$ cat src/rtl/valu_pkg.sv
// Shared types and constants for the vector ALU lane sequencer and its scalar ALU.
package valu_pkg;

  localparam int unsigned DATA_SIZE_DEFAULT = 8;

  typedef enum logic [2:0] {
    OP_ZERO  = 3'b000,
    OP_XOR   = 3'b001,
    OP_ADD   = 3'b010,
    OP_SUB   = 3'b011,
    OP_MUL   = 3'b100,
    OP_ROR   = 3'b101,
    OP_ROL   = 3'b110,
    OP_INC16 = 3'b111
  } alu_op_t;

  typedef enum logic [1:0] {
    IDLE,
    RUN,
    DONE
  } seq_state_t;

endpackage

$ cat src/rtl/valu_lane_sequencer_alu.sv
// Scalar 3-bit-opcode ALU (module alu): combinational result plus negative/zero flags.
module alu
  import valu_pkg::*;
#(
  parameter int unsigned dataSize = DATA_SIZE_DEFAULT
) (
  input  logic [2:0]          op,
  input  logic [dataSize-1:0] operand1,
  input  logic [dataSize-1:0] operand2,
  output logic [dataSize-1:0] result,
  output logic                neg_flag,
  output logic                zero_flag
);

  localparam logic [dataSize-1:0] DsVal = dataSize'(dataSize);
  localparam logic [dataSize-1:0] Inc16 = dataSize'(16);

  logic [dataSize-1:0]   amount;
  logic [2*dataSize-1:0] ror_wide;
  logic [2*dataSize-1:0] rol_wide;

  // Rotates are done by shifting a doubled copy of operand1.
  assign amount   = operand2 % DsVal;
  assign ror_wide = {operand1, operand1} >> amount;
  assign rol_wide = {operand1, operand1} << amount;

  always_comb begin
    result = '0;
    unique case (alu_op_t'(op))
      OP_ZERO:  result = '0;
      OP_XOR:   result = operand1 ^ operand2;
      OP_ADD:   result = operand1 + operand2;
      OP_SUB:   result = operand1 - operand2;
      OP_MUL:   result = operand1 * operand2;
      OP_ROR:   result = ror_wide[dataSize-1:0];
      OP_ROL:   result = rol_wide[2*dataSize-1:dataSize];
      OP_INC16: result = operand1 + Inc16;
      default:  result = '0;
    endcase
  end

  assign zero_flag = (result == '0);
  assign neg_flag  = (operand1[dataSize-1] != result[dataSize-1]) && !zero_flag;

endmodule

$ cat src/rtl/valu_lane_sequencer.sv
// Runs one scalar ALU across all lanes of a vector op, one lane per cycle.
// Optional SCALAR_BROADCAST_EN adds in_bcast/in_scalar to use one scalar as operand2 in all lanes.
module valu_lane_sequencer
  import valu_pkg::*;
#(
  parameter int unsigned DATA_SIZE = DATA_SIZE_DEFAULT,
  parameter int unsigned LANES     = 4
) (
  input  logic                       clk,
  input  logic                       rst,
  input  logic                       in_valid,
  output logic                       in_ready,
  input  logic [2:0]                 in_op,
  input  logic [LANES*DATA_SIZE-1:0] in_vec_a,
  input  logic [LANES*DATA_SIZE-1:0] in_vec_b,
`ifdef SCALAR_BROADCAST_EN
  input  logic                       in_bcast,
  input  logic [DATA_SIZE-1:0]       in_scalar,
`endif
  output logic                       out_valid,
  input  logic                       out_ready,
  output logic [LANES*DATA_SIZE-1:0] out_vec,
  output logic [LANES-1:0]           out_neg_mask,
  output logic [LANES-1:0]           out_zero_mask,
  output logic                       busy
);

  localparam int unsigned LaneW = $clog2(LANES);

  seq_state_t                 state_q, state_d;
  logic [LaneW-1:0]           lane_idx_q;
  alu_op_t                    op_q;
  logic [LANES*DATA_SIZE-1:0] a_q, b_q;
  logic [LANES*DATA_SIZE-1:0] out_vec_q;
  logic [LANES-1:0]           neg_q, zero_q;
  logic                       accept, last_lane;
  logic [DATA_SIZE-1:0]       alu_a, alu_b, alu_res;
  logic                       alu_neg, alu_zero;

`ifdef SCALAR_BROADCAST_EN
  logic                       bcast_q;
  logic [DATA_SIZE-1:0]       scalar_q;
`endif

  assign accept    = in_valid && in_ready;
  assign last_lane = (lane_idx_q == LaneW'(LANES - 1));

  assign alu_a = a_q[lane_idx_q*DATA_SIZE +: DATA_SIZE];
`ifdef SCALAR_BROADCAST_EN
  assign alu_b = bcast_q ? scalar_q : b_q[lane_idx_q*DATA_SIZE +: DATA_SIZE];
`else
  assign alu_b = b_q[lane_idx_q*DATA_SIZE +: DATA_SIZE];
`endif

  alu #(
    .dataSize(DATA_SIZE)
  ) u_alu (
    .op       (op_q),
    .operand1 (alu_a),
    .operand2 (alu_b),
    .result   (alu_res),
    .neg_flag (alu_neg),
    .zero_flag(alu_zero)
  );

  always_comb begin
    state_d = state_q;
    unique case (state_q)
      IDLE:    if (accept) state_d = RUN;
      RUN:     if (last_lane) state_d = DONE;
      DONE:    if (out_ready) state_d = IDLE;
      default: state_d = IDLE;
    endcase
  end

  always_ff @(posedge clk) begin
    if (rst) begin
      state_q    <= IDLE;
      lane_idx_q <= '0;
      op_q       <= OP_ZERO;
      a_q        <= '0;
      b_q        <= '0;
      out_vec_q  <= '0;
      neg_q      <= '0;
      zero_q     <= '0;
`ifdef SCALAR_BROADCAST_EN
      bcast_q    <= 1'b0;
      scalar_q   <= '0;
`endif
    end else begin
      state_q <= state_d;
      if (accept) begin
        op_q       <= alu_op_t'(in_op);
        a_q        <= in_vec_a;
        b_q        <= in_vec_b;
        lane_idx_q <= '0;
        neg_q      <= '0;
        zero_q     <= '0;
`ifdef SCALAR_BROADCAST_EN
        bcast_q    <= in_bcast;
        scalar_q   <= in_scalar;
`endif
      end
      if (state_q == RUN) begin
        out_vec_q[lane_idx_q*DATA_SIZE +: DATA_SIZE] <= alu_res;
        neg_q[lane_idx_q]  <= alu_neg;
        zero_q[lane_idx_q] <= alu_zero;
        lane_idx_q <= last_lane ? '0 : lane_idx_q + 1'b1;
      end
    end
  end

  assign in_ready      = (state_q == IDLE);
  assign busy          = (state_q != IDLE);
  assign out_valid     = (state_q == DONE);
  assign out_vec       = out_vec_q;
  assign out_neg_mask  = neg_q;
  assign out_zero_mask = zero_q;

endmodule

$ cat config.mk
export PLATFORM = sky130hd
export DESIGN_NAME = valu_lane_sequencer
export DESIGN_NICKNAME = d
export VERILOG_FILES = /design/src/rtl/valu_pkg.sv /design/src/rtl/valu_lane_sequencer_alu.sv /design/src/rtl/valu_lane_sequencer.sv
export SDC_FILE = /design/constraint.sdc
export NUM_CORES = 1
export LEC_CHECK = 0
export BUFFER_PORTS_ARGS = -buffer_cell sky130_fd_sc_hd__buf_2
export CAP_MARGIN = 20
export CORE_UTILIZATION = 60
export DETAILED_ROUTE_END_ITERATION = 10
export GPL_TIMING_DRIVEN = 0
export MAX_ROUTING_LAYER = met4
export PLACE_DENSITY_LB_ADDON = 0.25
export SLEW_MARGIN = 20
export SYNTH_ARGS = -nofsm -noshare
export SYNTH_HDL_FRONTEND = slang
export SYNTH_SLANG_ARGS = --single-unit
$ cat constraint.sdc
create_clock -name clk -period 9 [get_ports clk]
set_input_delay 0.45 -clock clk [delete_from_list [all_inputs] [get_ports clk]]
set_output_delay 0.45 -clock clk [all_outputs]
set_load 0.005 [all_outputs]
After elaboration in Yosys (flattened, before gate mapping)

Cells that the tools add are included.

Reduce and logical (&&, ||, !) cells: 10
Equality and inequality tests: 14
$lt $le $gt $ge: 2
Add/subtract/negate cells: 5
Shifts and indexed selects: 6
Multipliers: 1
Bitwise logic cells: 1
Multiplexer cells: 19

Operators with widths:

| kind                      | number |
|---|---|
| $pmux W8 S8               | 1 |
| $shiftx A32 B6 Y8         | 2 |
| $neg A5 Y34               | 1 |
| $shift A8 B34 Y32 const A | 1 |
| $shiftx A8 B34 Y32        | 1 |
| $bwmux W32                | 1 |
| $mux W4                   | 6 |
| $shl A16 B3 Y16           | 1 |
| $shr A16 B3 Y8            | 1 |
| $eq A3 B3 Y1 const B      | 4 |
| $mux W2                   | 6 |
| $add A8 B5 Y8 const B     | 1 |
| $add A8 B8 Y8             | 1 |
| $bwmux W4                 | 2 |
| $logic_not A8 Y1          | 1 |
| $mul A8 B8 Y8             | 1 |
| $sub A8 B8 Y8             | 1 |
| $xor A8 B8 Y8             | 1 |
| $eq A3 B2 Y1 const B      | 2 |
| $pmux W2 S3               | 1 |
| $eq A2 B2 Y1 const B      | 2 |
| $ne A2 B1 Y1 const B      | 2 |
| $reduce_bool A2 Y1        | 2 |
| $eq A3 B1 Y1 const B      | 1 |
| other kinds (13)          | 15 |

Input bits: 71
Output and inout port bits: 43
Flip-flop bits (word level): 111

Logic depth before layout (Yosys ltp)

Gate-level depths: netlist of run 1.

Word-level depth: 8
Gate-level depth with buffers: 23

Modules after synthesis

A second synthesis of run 1 with hierarchy kept.

Cells, all modules: 805
Area total of the unflattened synthesis: 7141.8 um2

By module, submodules not included:

| module              | area an instance (um2) | cells each | instances | sequential area each (um2) |
|---|---|---|---|---|
| valu_lane_sequencer | 4413.0                 | 480        | 1         | 2222.1 |
| alu                 | 2728.9                 | 325        | 1         | 0.0 |

Worst setup path before layout of run 1

Ideal clock, no wire load.

Path kind: register -> register
From: register lane_idx_q[0]
To: register neg_q[2], in the netlist out_neg_mask[2]
Required time: 8.878 ns
Arrival time: 5.860 ns
Slack: 3.018 ns
Cell stages (with the launch flop): 21
Period minus slack after synthesis: 5.982 ns
Buffers on the path: 4
Setup time: 0.122 ns
Path through: dfxtp_1 -> buf_6 -> buf_2 -> mux4_2 -> buf_2 -> and2_1 -> fa_1 -> fa_1 -> ha_1 -> inv_1 -> fa_1 -> inv_1 -> ha_1 -> a21o_1 -> a21oi_1 -> xnor3_1 -> xnor3_1 -> and3_1 -> a211o_1 -> buf_2 -> a221o_1

Longest elaborated chain between the ends: 8
Elaborated cells between the ends (all ways): 21
Classes of those cells: 3 x add/sub; 1 x mul; 2 x order compare; 1 x eq/ne; 4 x shift; 5 x mux; 1 x bitwise; 4 x reduce/logical

Ends and longest elaborated chain:

| item                                        | line                                                 | source |
|---|---|---|
| start, declared                             | valu_lane_sequencer.sv:31                            | `logic [LaneW-1:0] lane_idx_q;` |
| start signal, assigned                      | valu_lane_sequencer.sv:108                           | `lane_idx_q <= last_lane ? '0 : lane_idx_q + 1'b1;` |
| $shiftx A32 B6 Y8, on equally long branches | valu_lane_sequencer.sv:48, valu_lane_sequencer.sv:52 |  |
| $mul A8 B8 Y8, or another cell as far along | valu_lane_sequencer_alu.sv:34                        | `OP_MUL: result = operand1 * operand2;` |
| $pmux W8 S8                                 | valu_lane_sequencer_alu.sv:29                        | `unique case (alu_op_t'(op))` |
| $logic_not A8 Y1                            | valu_lane_sequencer_alu.sv:42                        | `assign zero_flag = (result == '0);` |
| $logic_not A1 Y1                            | valu_lane_sequencer_alu.sv:43                        | `assign neg_flag = (operand1[dataSize-1] != result[dataSize-1]) && !zero_flag;` |
| $logic_and A1 B1 Y1                         | valu_lane_sequencer_alu.sv:43                        |  |
| $bwmux W4 *                                 | valu_lane_sequencer.sv:106                           | `neg_q[lane_idx_q] <= alu_neg;` |
| $mux W4 *                                   | valu_lane_sequencer.sv:104                           | `if (state_q == RUN) begin` |
| end signal, assigned by index               | valu_lane_sequencer.sv:106                           |  |
| end, declared                               | valu_lane_sequencer.sv:35                            | `logic [LANES-1:0] neg_q, zero_q;` |

Every way passes the cells marked *; elsewhere a longest branch is shown, timed or not.
A chain may end at the register's enable or synchronous reset.

Final worst setup path of run 1

From: register lane_idx_q[0]
To: register neg_q[3], in the netlist out_neg_mask[3]

Same word-level chain as after synthesis.

==> results.tsv, run 1 <==
metric	value	unit
routability cong.	0.9877	
register bit total from synthesis	111	
reg2reg setup slack	2.26	ns
summed instance area of the synthesized netlist	6920	um^2
maximum clock frequency	148.3	MHz
multiplexer share of the synthesized area	7.937	%
Worst-Skew Late Latency	0.35	ns
worst hold stages	3	
Critical Path Sink Type	flip-flop	
quantity of gates resized following cts	0	
Setup TNS	0	ns
GRT Resource Usage Total	35.79	%
peak fanout along the critical path	10	
RSZ-0062 raised after global routing	no	
worst hold path class	input pin to flip-flop	
setup violation total in the final timing report	0	
Synth warnings	0	
count of mapped cells out of synthesis	845	
boundary pin count	114	
filler cell count in the final layout	914	
startpoint of the worst hold path	in_vec_a[25]	
Final Cycle Share	74.94	%
fraction of layout instances using a drive strength above 1	18.58	%
library cell contributing the largest single delay on the critical path	sky130_fd_sc_hd__mux4_2	
wire length reported by the detailed router	20130	um
number of nets in the synthesized netlist	965	
number of distinct standard cells referenced by the synthesized netlist	64	
antenna viol nets, final	0	
startpoint of the lowest-slack register-to-register path	lane_idx_q[0]$_SDFFE_PP0P_	
DRC violations left	0	
Post-Synth XOR/XNOR Area	3.688	%
Core Footprint	11030	um^2
FF-to-FF path depth	20	
CP Cell Sequence	buf_6, buf_2, mux4_2, buf_2, and2_1, fa_1, fa_1, ha_1, inv_1, fa_1, inv_1, ha_1, a21o_1, a21oi_1, xnor3_1, xnor3_1, and3_1, a211o_1, buf_2, a221o_1	
Syn Area/Cell	8.190	um^2
Critical Path Source Type	flip-flop	
CTS HTree Levels	3	
clock buffer count from CTS	9	
dominant register cell in the synthesized netlist	sky130_fd_sc_hd__dfxtp_1	
Top delay family on crit path	adder cells	
post-layout utilization of the core	72.48	%
count of endpoints failing hold in the final timing report	0	
number of buffers on the longest clock path	2	
Max IR drop VDD	0.1329	mV
type of the worst setup path	flip-flop to flip-flop	
Iteration-0 DRC Markers	521	
routed vias	6816	
sequential share of the synthesized area	32.11	%
area added between synthesis and finish	15.53	%
share of synthesized cell area in and, or, nand and nor gates	20.50	%
worst flop-to-flop path endpoint	out_neg_mask[3]$_SDFF_PP0_	
global route total overflow	0	
number of max-capacitance violations reported	0	
router iterations before antenna repair	7	
Antenna Diode Count	0	
starting density of the core	62.74	%
worst endpoint required time	9.24	ns
minimum setup slack in the final design	2.255	ns
row count	38	
number of setup buffers added after CTS	0	
DIE HEIGHT	109.4	um
initial antenna violation count	0	
Chip Width	109.4	um
Post-Place Worst Slack	2.278	ns
count of input and output buffers	113	
buffering stage count on the worst path with inverters included	6	
Post-synth EDFFs	0	
die outline area	11970	um^2
hold endpoint	a_q[25]$_SDFFE_PP0P_	
arrival time reported for the critical path endpoint	6.99	ns
per-cell via count in the routed design	6.118	
number of pins with negative max-slew slack in the final report	0	
post-synthesis compound-gate area fraction	19.31	%
fin crit period	6.745	ns
clock tree from TritonCTS	built	
max_slew headroom	31.04	%
Root Buffer	sky130_fd_sc_hd__clkbuf_16	
P_leak	3.450	nW
share of synthesized registers carrying an async set or reset	0	%
number of sinks driven by the clock tree	111	
# hold bufs at CTS	0	
via count of the first global-routing pass	6252	
maximum number of pins on one net before global-route repair	20	
sum of net half-perimeters after detailed placement	15130	um
clock edge transition at the registers on the reported setup and hold paths	0.08	ns
slew at the pin with the worst max-slew slack	1.026	ns
run status	finished clean	
stage delay of the slowest cell on the critical path	0.57	ns
number of nets in the finished design	1089	
global-route wire length before repair	31530	um
combinational family with the most area after synthesis	simple AND/OR/NAND/NOR gates	
post-synthesis adder-cell area fraction	10.27	%
pwr dens	161.1	nW/um^2
per-cell routed wire length	18.07	um
worst setup skew after layout	0.008985	ns
[report_power, final]
| group | internal (mW) | total (mW) | switching [mW] | leakage [nW] |
|---|---|---|---|---|
| sequential | 0.512 | 0.525 | 0.0129 | 0.906 |
| clock | 0.228 | 0.420 | 0.192 | 0.149 |
| combinational | 0.130 | 0.343 | 0.213 | 2.40 |
| total | 0.870 | 1.29 | 0.418 | 3.45 |
[flip-flops by register name (all words and copies together) (netlist names)]
register       flops
a_q               32
op_q               3
out_vec           32
b_q               32
state_q            2
out_neg_mask       4
out_zero_mask      4
lane_idx_q         2
[layout by cell type (no fill, tap or decap), drive strengths merged, types with 7 or more instances in the layout]
cell type | synthesis | routed
buf | 25 | 138
a221oi | 7 | 7
mux2i | 14 | 14
o21ai | 20 | 20
fa | 13 | 13
inv | 38 | 40
nand3 | 10 | 10
nand2b | 7 | 7
dfxtp | 111 | 111
nand2 | 178 | 178
clkbuf | 35 | 45
nor2b | 8 | 8
xor2 | 7 | 7
xnor2 | 17 | 17
a22oi | 33 | 33
a221o | 7 | 7
nor2 | 57 | 57
a21oi | 95 | 95
ha | 36 | 36
o22ai | 9 | 9
mux4 | 16 | 16
and2 | 19 | 19
nor3 | 14 | 14
[routing by layer]
| metal | wire length, um | vias to the layer above | track usage, % |
|---|---|---|---|
| met5 | 0 | - | - |
| met4 | 618 | 0 | 13.05 |
| met3 | 1593 | 48 | 4.564 |
| met2 | 9514 | 335 | 57.91 |
| met1 | 8401 | 3224 | 46.00 |
| li1 | - | 3209 | - |
[Yosys cell counts (8+ instances only)]
master                     instances  area, um^2
sky130_fd_sc_hd__fa_1             13       260.3
sky130_fd_sc_hd__xnor2_1          17       148.9
sky130_fd_sc_hd__inv_1            37       138.9
sky130_fd_sc_hd__a21oi_1          94       470.5
sky130_fd_sc_hd__buf_2            12       60.06
sky130_fd_sc_hd__o21ai_0          17       85.08
sky130_fd_sc_hd__mux4_2           15       337.8
sky130_fd_sc_hd__o22ai_1           9       56.30
sky130_fd_sc_hd__nor3_1           14       70.07
sky130_fd_sc_hd__clkbuf_1         35       131.4
sky130_fd_sc_hd__dfxtp_1         111        2222
sky130_fd_sc_hd__nand3_1          10       50.05
sky130_fd_sc_hd__a22oi_1          33       247.7
sky130_fd_sc_hd__mux2i_1          14       140.1
sky130_fd_sc_hd__nor2b_1           8       50.05
sky130_fd_sc_hd__ha_1             36       450.4
sky130_fd_sc_hd__nor2_1           57       214.0
sky130_fd_sc_hd__and2_1           16       100.1
sky130_fd_sc_hd__nand2_1         178       668.1
[worst register-to-register path: cells and delay by family, from the launching register on]
kind | cells | cell delay (ns)
fa+ha+maj | 5 | 2.07
buf+inv | 6 | 1.16
compound gates | 4 | 1.07
xor+xnor | 2 | 0.81
mux | 1 | 0.57
flops | 1 | 0.54
simple gates | 2 | 0.41
[worst max-delay path by stage]
stage | from | to | slack, ns | cells past startpoint
floorplan | lane_idx_q[0]$_SDFFE_PP0P_ | out_neg_mask[2]$_SDFF_PP0_ | 3.02 | 20
global placement | lane_idx_q[1]$_SDFFE_PP0P_ | out_neg_mask[2]$_SDFF_PP0_ | 2.30 | 21
detailed placement | lane_idx_q[0]$_SDFFE_PP0P_ | out_zero_mask[2]$_SDFF_PP0_ | 2.28 | 20
CTS | lane_idx_q[0]$_SDFFE_PP0P_ | out_zero_mask[2]$_SDFF_PP0_ | 2.23 | 20
global route | lane_idx_q[0]$_SDFFE_PP0P_ | out_zero_mask[1]$_SDFF_PP0_ | 1.96 | 20
finish | lane_idx_q[0]$_SDFFE_PP0P_ | out_neg_mask[3]$_SDFF_PP0_ | 2.26 | 20
[area by class of cell]
type	instances	area, um^2	area share [%]
Timing Repair Buffer	113	565.5	7.074
Inverter	40	150.1	1.878
Clock buffer	10	239.0	2.989
Multi-Input combinational cell	634	4289	53.65
Buffer	60	277.8	3.474
Clock inverter	6	76.32	0.9546
Sequential cell	111	2222	27.79
Tap cell	140	175.2	2.191
[logic make-up (layout without fill, tap and decap cells)]
group,after synthesis,in the layout
xor+xnor,26,26
mux,34,34
flops,111,111
simple gates,319,319
compound gates,206,206
buf+inv,100,229
fa+ha+maj,49,49
[metrics by stage]
stage | hold WS [ns] | cell area, um^2 | power (mW) | instances
final | 0.3264 | 7995 | 1.288 | 1114
after detailed placement | 0.4418 | 7674 | 0.8698 | 1098
after global placement | 0.4404 | 7661 | 0.8677 | 1098
after CTS | 0.3244 | 7989 | 1.279 | 1114
after global routing | 0.3299 | 7995 | 1.342 | 1114
after floorplan | 0.4315 | 6920 | 0.7709 | 845
Power figures use the tool's default switching activity.
==> inputs of run 2 (changes only) <==
--- a/config.mk
+++ b/config.mk
@@ -7,7 +7,7 @@
 export LEC_CHECK = 0
 export BUFFER_PORTS_ARGS = -buffer_cell sky130_fd_sc_hd__buf_2
 export CAP_MARGIN = 20
-export CORE_UTILIZATION = 60
+export CORE_UTILIZATION = 52
 export DETAILED_ROUTE_END_ITERATION = 10
 export GPL_TIMING_DRIVEN = 0
 export MAX_ROUTING_LAYER = met4
==> constraint.sdc (replaced) <==
create_clock -name clk -period 6.1 [get_ports clk]
set_input_delay 0.305 -clock clk [delete_from_list [all_inputs] [get_ports clk]]
set_output_delay 0.305 -clock clk [all_outputs]
set_load 0.005 [all_outputs]
==> run 2 against run 1 <==
Compared with the run above:
- critical path depth is the same
- critical endpoint is now out_neg_mask[1]$_SDFF_PP0_
- final cell count grew 3.9%
- fmax grew 15%
- sequential share of layout area shrank 0.74 points
- sequential power grew 48%
- combinational power grew 53%
- worst hold slack lost 0.15 ns
- utilization shrank 8.0 points
- clock power grew 34%
==> results.tsv, run 2 (synthesis results as in run 1) <==
metric	value	unit
fraction of layout instances using a drive strength above 1	21.20	%
die outline area	13770	um^2
Antenna Diode Count	0	
starting density of the core	54.18	%
number of max-capacitance violations reported	0	
clock buffer count from CTS	9	
number of nets in the finished design	1102	
count of endpoints failing hold in the final timing report	0	
RSZ-0062 raised after global routing	no	
antenna viol nets, final	0	
per-cell routed wire length	17.35	um
maximum number of pins on one net before global-route repair	19	
type of the worst setup path	flip-flop to flip-flop	
leading cell type in the layout, fill and taps excluded	sky130_fd_sc_hd__nand2_1	
routed vias	6672	
peak fanout along the critical path	10	
Critical Path Source Type	flip-flop	
global-route wire length before repair	32720	um
run status	finished clean	
setup violation total in the final timing report	0	
routability cong.	0.9495	
Core Footprint	12770	um^2
worst hold path class	input pin to flip-flop	
fin crit period	5.864	ns
Chip Width	117.4	um
CTS HTree Levels	3	
via count of the first global-routing pass	6333	
count of input and output buffers	113	
area added between synthesis and finish	18.97	%
Setup TNS	0	ns
worst endpoint required time	6.34	ns
sequential cell area in the final layout	2227	um^2
Final Cycle Share	96.13	%
area occupied by multi-input gates	4342	um^2
maximum clock frequency	170.5	MHz
arrival time reported for the critical path endpoint	6.11	ns
Iteration-0 DRC Markers	592	
Critical Path Sink Type	flip-flop	
Max IR drop VDD	0.2243	mV
DRC violations left	0	
Root Buffer	sky130_fd_sc_hd__clkbuf_16	
# hold bufs at CTS	0	
GRT Resource Usage Total	30.83	%
worst setup skew after layout	0.009522	ns
clock edge transition at the registers on the reported setup and hold paths	0.08	ns
Worst-Skew Late Latency	0.36	ns
row count	41	
max_slew headroom	31.04	%
pwr dens	226.4	nW/um^2
clock tree from TritonCTS	built	
per-cell via count in the routed design	5.762	
router iterations before antenna repair	5	
most used cells in the layout excluding fill and tap cells	sky130_fd_sc_hd__nand2_1 (178), sky130_fd_sc_hd__buf_2 (118), sky130_fd_sc_hd__dfxtp_1 (109)	
global route total overflow	0	
boundary pin count	114	
filler cell count in the final layout	1162	
number of buffers on the longest clock path	2	
slew at the pin with the worst max-slew slack	1.027	ns
sum of net half-perimeters after detailed placement	15110	um
number of pins with negative max-slew slack in the final report	0	
DIE HEIGHT	117.4	um
post-layout utilization of the core	64.45	%
number of sinks driven by the clock tree	111	
initial antenna violation count	0	
P_leak	3.557	nW
wire length reported by the detailed router	20090	um
-- run 2: power breakdown --
group          leakage (nW)  total, mW  switching (mW)  internal, mW
logic                  2.51      0.526           0.315         0.211
clock network         0.140      0.562           0.272         0.291
registers             0.907      0.775          0.0191         0.756
total                  3.56       1.86           0.606          1.26
-- run 2: path summary, 6_finish.rpt --
check	from	end	slack, ns	cells past startpoint
worst max register to register	lane_idx_q[0]$_SDFFE_PP0P_	out_neg_mask[1]$_SDFF_PP0_	0.24	20
worst max-delay path	lane_idx_q[0]$_SDFFE_PP0P_	out_neg_mask[1]$_SDFF_PP0_	0.24	20
worst min register to register	a_q[16]$_SDFFE_PP0P_	a_q[16]$_SDFFE_PP0P_	0.46	2
worst min-delay path	in_vec_b[12]	b_q[12]$_SDFFE_PP0P_	0.17	3
-- run 2: metal layers --
layer,track usage (%),share of wire (%),vias to the layer above
met1,41.22,44,3141
met3,4.134,7.5,25
met5,-,0,-
met4,9.578,2.0,0
met2,48.34,46,285
li1,-,-,3221
-- run 2: cell type report --
type,count,share of cell area [%]
tap,172,2.614
clock inverter,5,0.4863
clock buffer,10,2.903
buffer,53,3.678
multi-input combinational,634,52.74
timing repair buffer,133,8.708
sequential,111,27.05
inverter,40,1.824
-- run 2: repair_timing --
item / CTS / global route
setup endpoints to repair: 12 / 9
pin swaps: 2 / 3
gates resized for setup: 21 / 11
buffers inserted: 5 / 14
-- run 2: per-stage QoR --
stage / hold slack (ns) / setup slack, ns / total power [mW] / cell area (um^2) / std cells
after global placement: 0.4405 / -0.6987 / 1.277 / 7701 / 1130
after global routing: 0.1808 / 0.05367 / 1.953 / 8233 / 1158
after floorplan: 0.4315 / 0.1184 / 1.137 / 6920 / 845
final: 0.1731 / 0.2359 / 1.864 / 8233 / 1158
after detailed placement: 0.4462 / -0.7441 / 1.281 / 7725 / 1131
after CTS: 0.1722 / 0.005499 / 1.844 / 8093 / 1148
-- run 2: worst max-delay path, stage by stage, from the launching register on --
cell and delay (ns):
sky130_fd_sc_hd__dfxtp_4 0.38, sky130_fd_sc_hd__buf_12 0.14, sky130_fd_sc_hd__buf_12 0.15, sky130_fd_sc_hd__mux4_2 0.61, sky130_fd_sc_hd__buf_4 0.19, sky130_fd_sc_hd__nand2_1 0.08, sky130_fd_sc_hd__fa_1 0.18, sky130_fd_sc_hd__inv_1 0.06
sky130_fd_sc_hd__fa_1 0.50, sky130_fd_sc_hd__inv_1 0.05, sky130_fd_sc_hd__fa_1 0.48, sky130_fd_sc_hd__fa_1 0.54, sky130_fd_sc_hd__inv_1 0.04, sky130_fd_sc_hd__ha_1 0.34, sky130_fd_sc_hd__xnor2_2 0.18, sky130_fd_sc_hd__a221oi_2 0.26
sky130_fd_sc_hd__a41o_1 0.19, sky130_fd_sc_hd__o21ai_4 0.11, sky130_fd_sc_hd__or3_1 0.38, sky130_fd_sc_hd__or4_4 0.51, sky130_fd_sc_hd__a221o_1 0.35
==> inputs of run 3 (changes only) <==
--- a/config.mk
+++ b/config.mk
@@ -7,7 +7,7 @@
 export LEC_CHECK = 0
 export BUFFER_PORTS_ARGS = -buffer_cell sky130_fd_sc_hd__buf_2
 export CAP_MARGIN = 20
-export CORE_UTILIZATION = 52
+export CORE_UTILIZATION = 57
 export DETAILED_ROUTE_END_ITERATION = 10
 export GPL_TIMING_DRIVEN = 0
 export MAX_ROUTING_LAYER = met4
==> constraint.sdc (replaced) <==
create_clock -name clk -period 5.53 [get_ports clk]
set_input_delay 0.2765 -clock clk [delete_from_list [all_inputs] [get_ports clk]]
set_output_delay 0.2765 -clock clk [all_outputs]
set_load 0.005 [all_outputs]
==> run 3 against run 2 <==
Compared with the run above:
- the flow now finishes with violations (negative setup slack)
- highest routed layer unchanged
- count of clock-buffer cells in the layout is the same
- sequential cell count is the same
- largest cell class unchanged
- sequential power grew 10%
- design area up 3.4%
- critical endpoint is now out_zero_mask[2]$_SDFF_PP0_
- final cell count down 0.86%
- register-to-register slack got worse by 0.24 ns
==> results.tsv, run 3 (synthesis results as in run 1) <==
metric	value	unit
number of pins with negative max-slew slack in the final report	0	
DRC violations left	0	
relative contribution of sequential cells to total power	40.2	%
antenna viol nets, final	0	
fraction of layout instances using a drive strength above 1	24.68	%
wire length reported by the detailed router	20870	um
worst hold path class	input pin to flip-flop	
part of the power in combinational logic	30.0	%
per-cell via count in the routed design	5.968	
switching power of the nets	710.7	uW
Iteration-0 DRC Markers	556	
share of power burned in the clock network	29.8	%
count of endpoints failing hold in the final timing report	0	
boundary pin count	114	
failing checks	negative setup slack	
via count of the first global-routing pass	6666	
Final Cycle Share	100.1	%
die outline area	12590	um^2
clock tree from TritonCTS	built	
number of buffers on the longest clock path	2	
Chip Width	112.2	um
count of input and output buffers	113	
startpoint of the worst hold path	in_vec_a[25]	
FF-to-FF path depth	20	
leading cell type in the layout, fill and taps excluded	sky130_fd_sc_hd__nand2_1	
global-route wire length before repair	33430	um
Max IR drop VDD	0.1847	mV
per-cell routed wire length	18.18	um
worst endpoint required time	5.78	ns
sum of net half-perimeters after detailed placement	14790	um
most used cells in the layout excluding fill and tap cells	sky130_fd_sc_hd__nand2_1 (176), sky130_fd_sc_hd__buf_2 (114), sky130_fd_sc_hd__dfxtp_1 (109)	
fin cells	1148	
# hold bufs at CTS	0	
Root Buffer	sky130_fd_sc_hd__clkbuf_16	
setup violation total in the final timing report	3	
max_slew headroom	36.61	%
starting density of the core	59.59	%
minimum setup slack in the final design	-0.007745	ns
global route total overflow	0	
slew at the pin with the worst max-slew slack	0.9435	ns
Antenna Diode Count	0	
arrival time reported for the critical path endpoint	5.79	ns
smallest hold slack	0.1530	ns
maximum number of pins on one net before global-route repair	21	
worst setup skew after layout	0.01148	ns
maximum clock frequency	180.6	MHz
area added between synthesis and finish	22.96	%
number of sinks driven by the clock tree	111	
startpoint of the lowest-slack register-to-register path	lane_idx_q[0]$_SDFFE_PP0P_	
type of the worst setup path	flip-flop to flip-flop	
RSZ-0062 raised after global routing	yes	
CTS HTree Levels	3	
Worst-Skew Late Latency	0.35	ns
row count	39	
number of nets in the finished design	1120	
post-layout utilization of the core	73.27	%
Post-Place Worst Slack	-0.7434	ns
routed vias	6851	
worst flop-to-flop path endpoint	out_zero_mask[2]$_SDFF_PP0_	
hold endpoint	a_q[25]$_SDFFE_PP0P_	
internal power consumption	1.417	mW
fin crit period	5.538	ns
clock edge transition at the registers on the reported setup and hold paths	0.08	ns
clock buffer count from CTS	9	
Final Power	2.128	mW
reg2reg setup slack	-0.008	ns
Core Footprint	11610	um^2
placed cell count	1101	
worst hold stages	3	
crit path launch	lane_idx_q[0]$_SDFFE_PP0P_	
GRT Resource Usage Total	34.64	%
peak fanout along the critical path	8	
fraction of power spent switching nets	33.40	%
number of max-capacitance violations reported	0	
run status	complete, but fails checks	
routability cong.	0.9954	
router iterations before antenna repair	5	
Critical Path Source Type	flip-flop	
pwr dens	250.1	nW/um^2
DIE HEIGHT	112.2	um
P_leak	3.662	nW
initial antenna violation count	0	
Critical Path Sink Type	flip-flop	
==> run 3: changes by cell type in the layout (fill, tap and decap cells not counted), sizes merged <==
cell / change
clkbuf: -2
buf: +20
clkinvlp: +2
clkinv: -1
==> run 3: final cells by class <==
type                       count  area [um^2]
buffer                        52        332.8
fill                         921         3104
inverter                      40        150.1
tap                          143        178.9
sequential                   111         2230
clock buffer                  10        229.0
multi-input combinational    634         4431
timing repair buffer         152        905.9
clock inverter                 6        52.55
==> run 3: worst max-delay path: stages, from the launching register on <==
cell,delay (ns)
sky130_fd_sc_hd__dfxtp_4,0.40
sky130_fd_sc_hd__buf_12,0.13
sky130_fd_sc_hd__mux4_2,0.59
sky130_fd_sc_hd__clkbuf_16,0.19
sky130_fd_sc_hd__and2_4,0.16
sky130_fd_sc_hd__fa_2,0.40
sky130_fd_sc_hd__fa_1,0.47
sky130_fd_sc_hd__ha_1,0.29
sky130_fd_sc_hd__inv_1,0.05
sky130_fd_sc_hd__fa_1,0.49
sky130_fd_sc_hd__inv_2,0.05
sky130_fd_sc_hd__ha_4,0.28
sky130_fd_sc_hd__a21oi_4,0.06
sky130_fd_sc_hd__xnor2_2,0.14
sky130_fd_sc_hd__a221oi_2,0.25
sky130_fd_sc_hd__a41o_1,0.21
sky130_fd_sc_hd__o21ai_4,0.10
sky130_fd_sc_hd__or3_1,0.32
sky130_fd_sc_hd__or4_4,0.50
sky130_fd_sc_hd__buf_4,0.17
sky130_fd_sc_hd__o41ai_2,0.20
==> run 3: layer usage <==
layer  track usage [%]  share of wire [%]  up-vias
met3             5.346                7.9       45
met5                 -                  0        -
li1                  -                  -     3258
met4             12.53                2.6        0
met1             43.85                 43     3222
met2             56.31                 47      326
==> run 3: worst max-delay path by stage <==
| stage | endpoint | slack, ns | cells after the start |
|---|---|---|---|
| final | out_zero_mask[2]$_SDFF_PP0_ | -0.008 | 20 |
| after CTS | out_neg_mask[0]$_SDFF_PP0_ | -0.09 | 22 |
| after global routing | out_neg_mask[0]$_SDFF_PP0_ | -0.11 | 20 |
| after floorplan | out_neg_mask[2]$_SDFF_PP0_ | 0.005 | 20 |
| after global placement | out_neg_mask[0]$_SDFF_PP0_ | -0.70 | 21 |
| after detailed placement | out_neg_mask[0]$_SDFF_PP0_ | -0.74 | 21 |
==> run 3: power groups by stage <==
stage | Combinational [mW] | Sequential [mW] | Clock (mW)
final | 0.638 | 0.856 | 0.635
after global routing | 0.693 | 0.860 | 0.669
after CTS | 0.613 | 0.855 | 0.629
after detailed placement | 0.550 | 0.874 | 0
after global placement | 0.544 | 0.872 | 0
after floorplan | 0.397 | 0.867 | 0
==> run 3: metrics by stage <==
stage          instance area (um^2)  setup TNS (ns)
2_1_floorplan                  6975               0
3_3_place_gp                   7720          -7.439
3_5_place_dp                   7732          -7.925
4_1_cts                        8436         -0.3151
5_1_grt                        8509         -0.6363
6_report                       8509        -0.01595
==> run 3: what timing repair did <==
item,in CTS,in global routing
setup endpoints to repair,12,8
resized for setup,42,12
buffers inserted,34,4
cloned,1,0
hold endpoints to repair,0,0
pin swaps,27,11
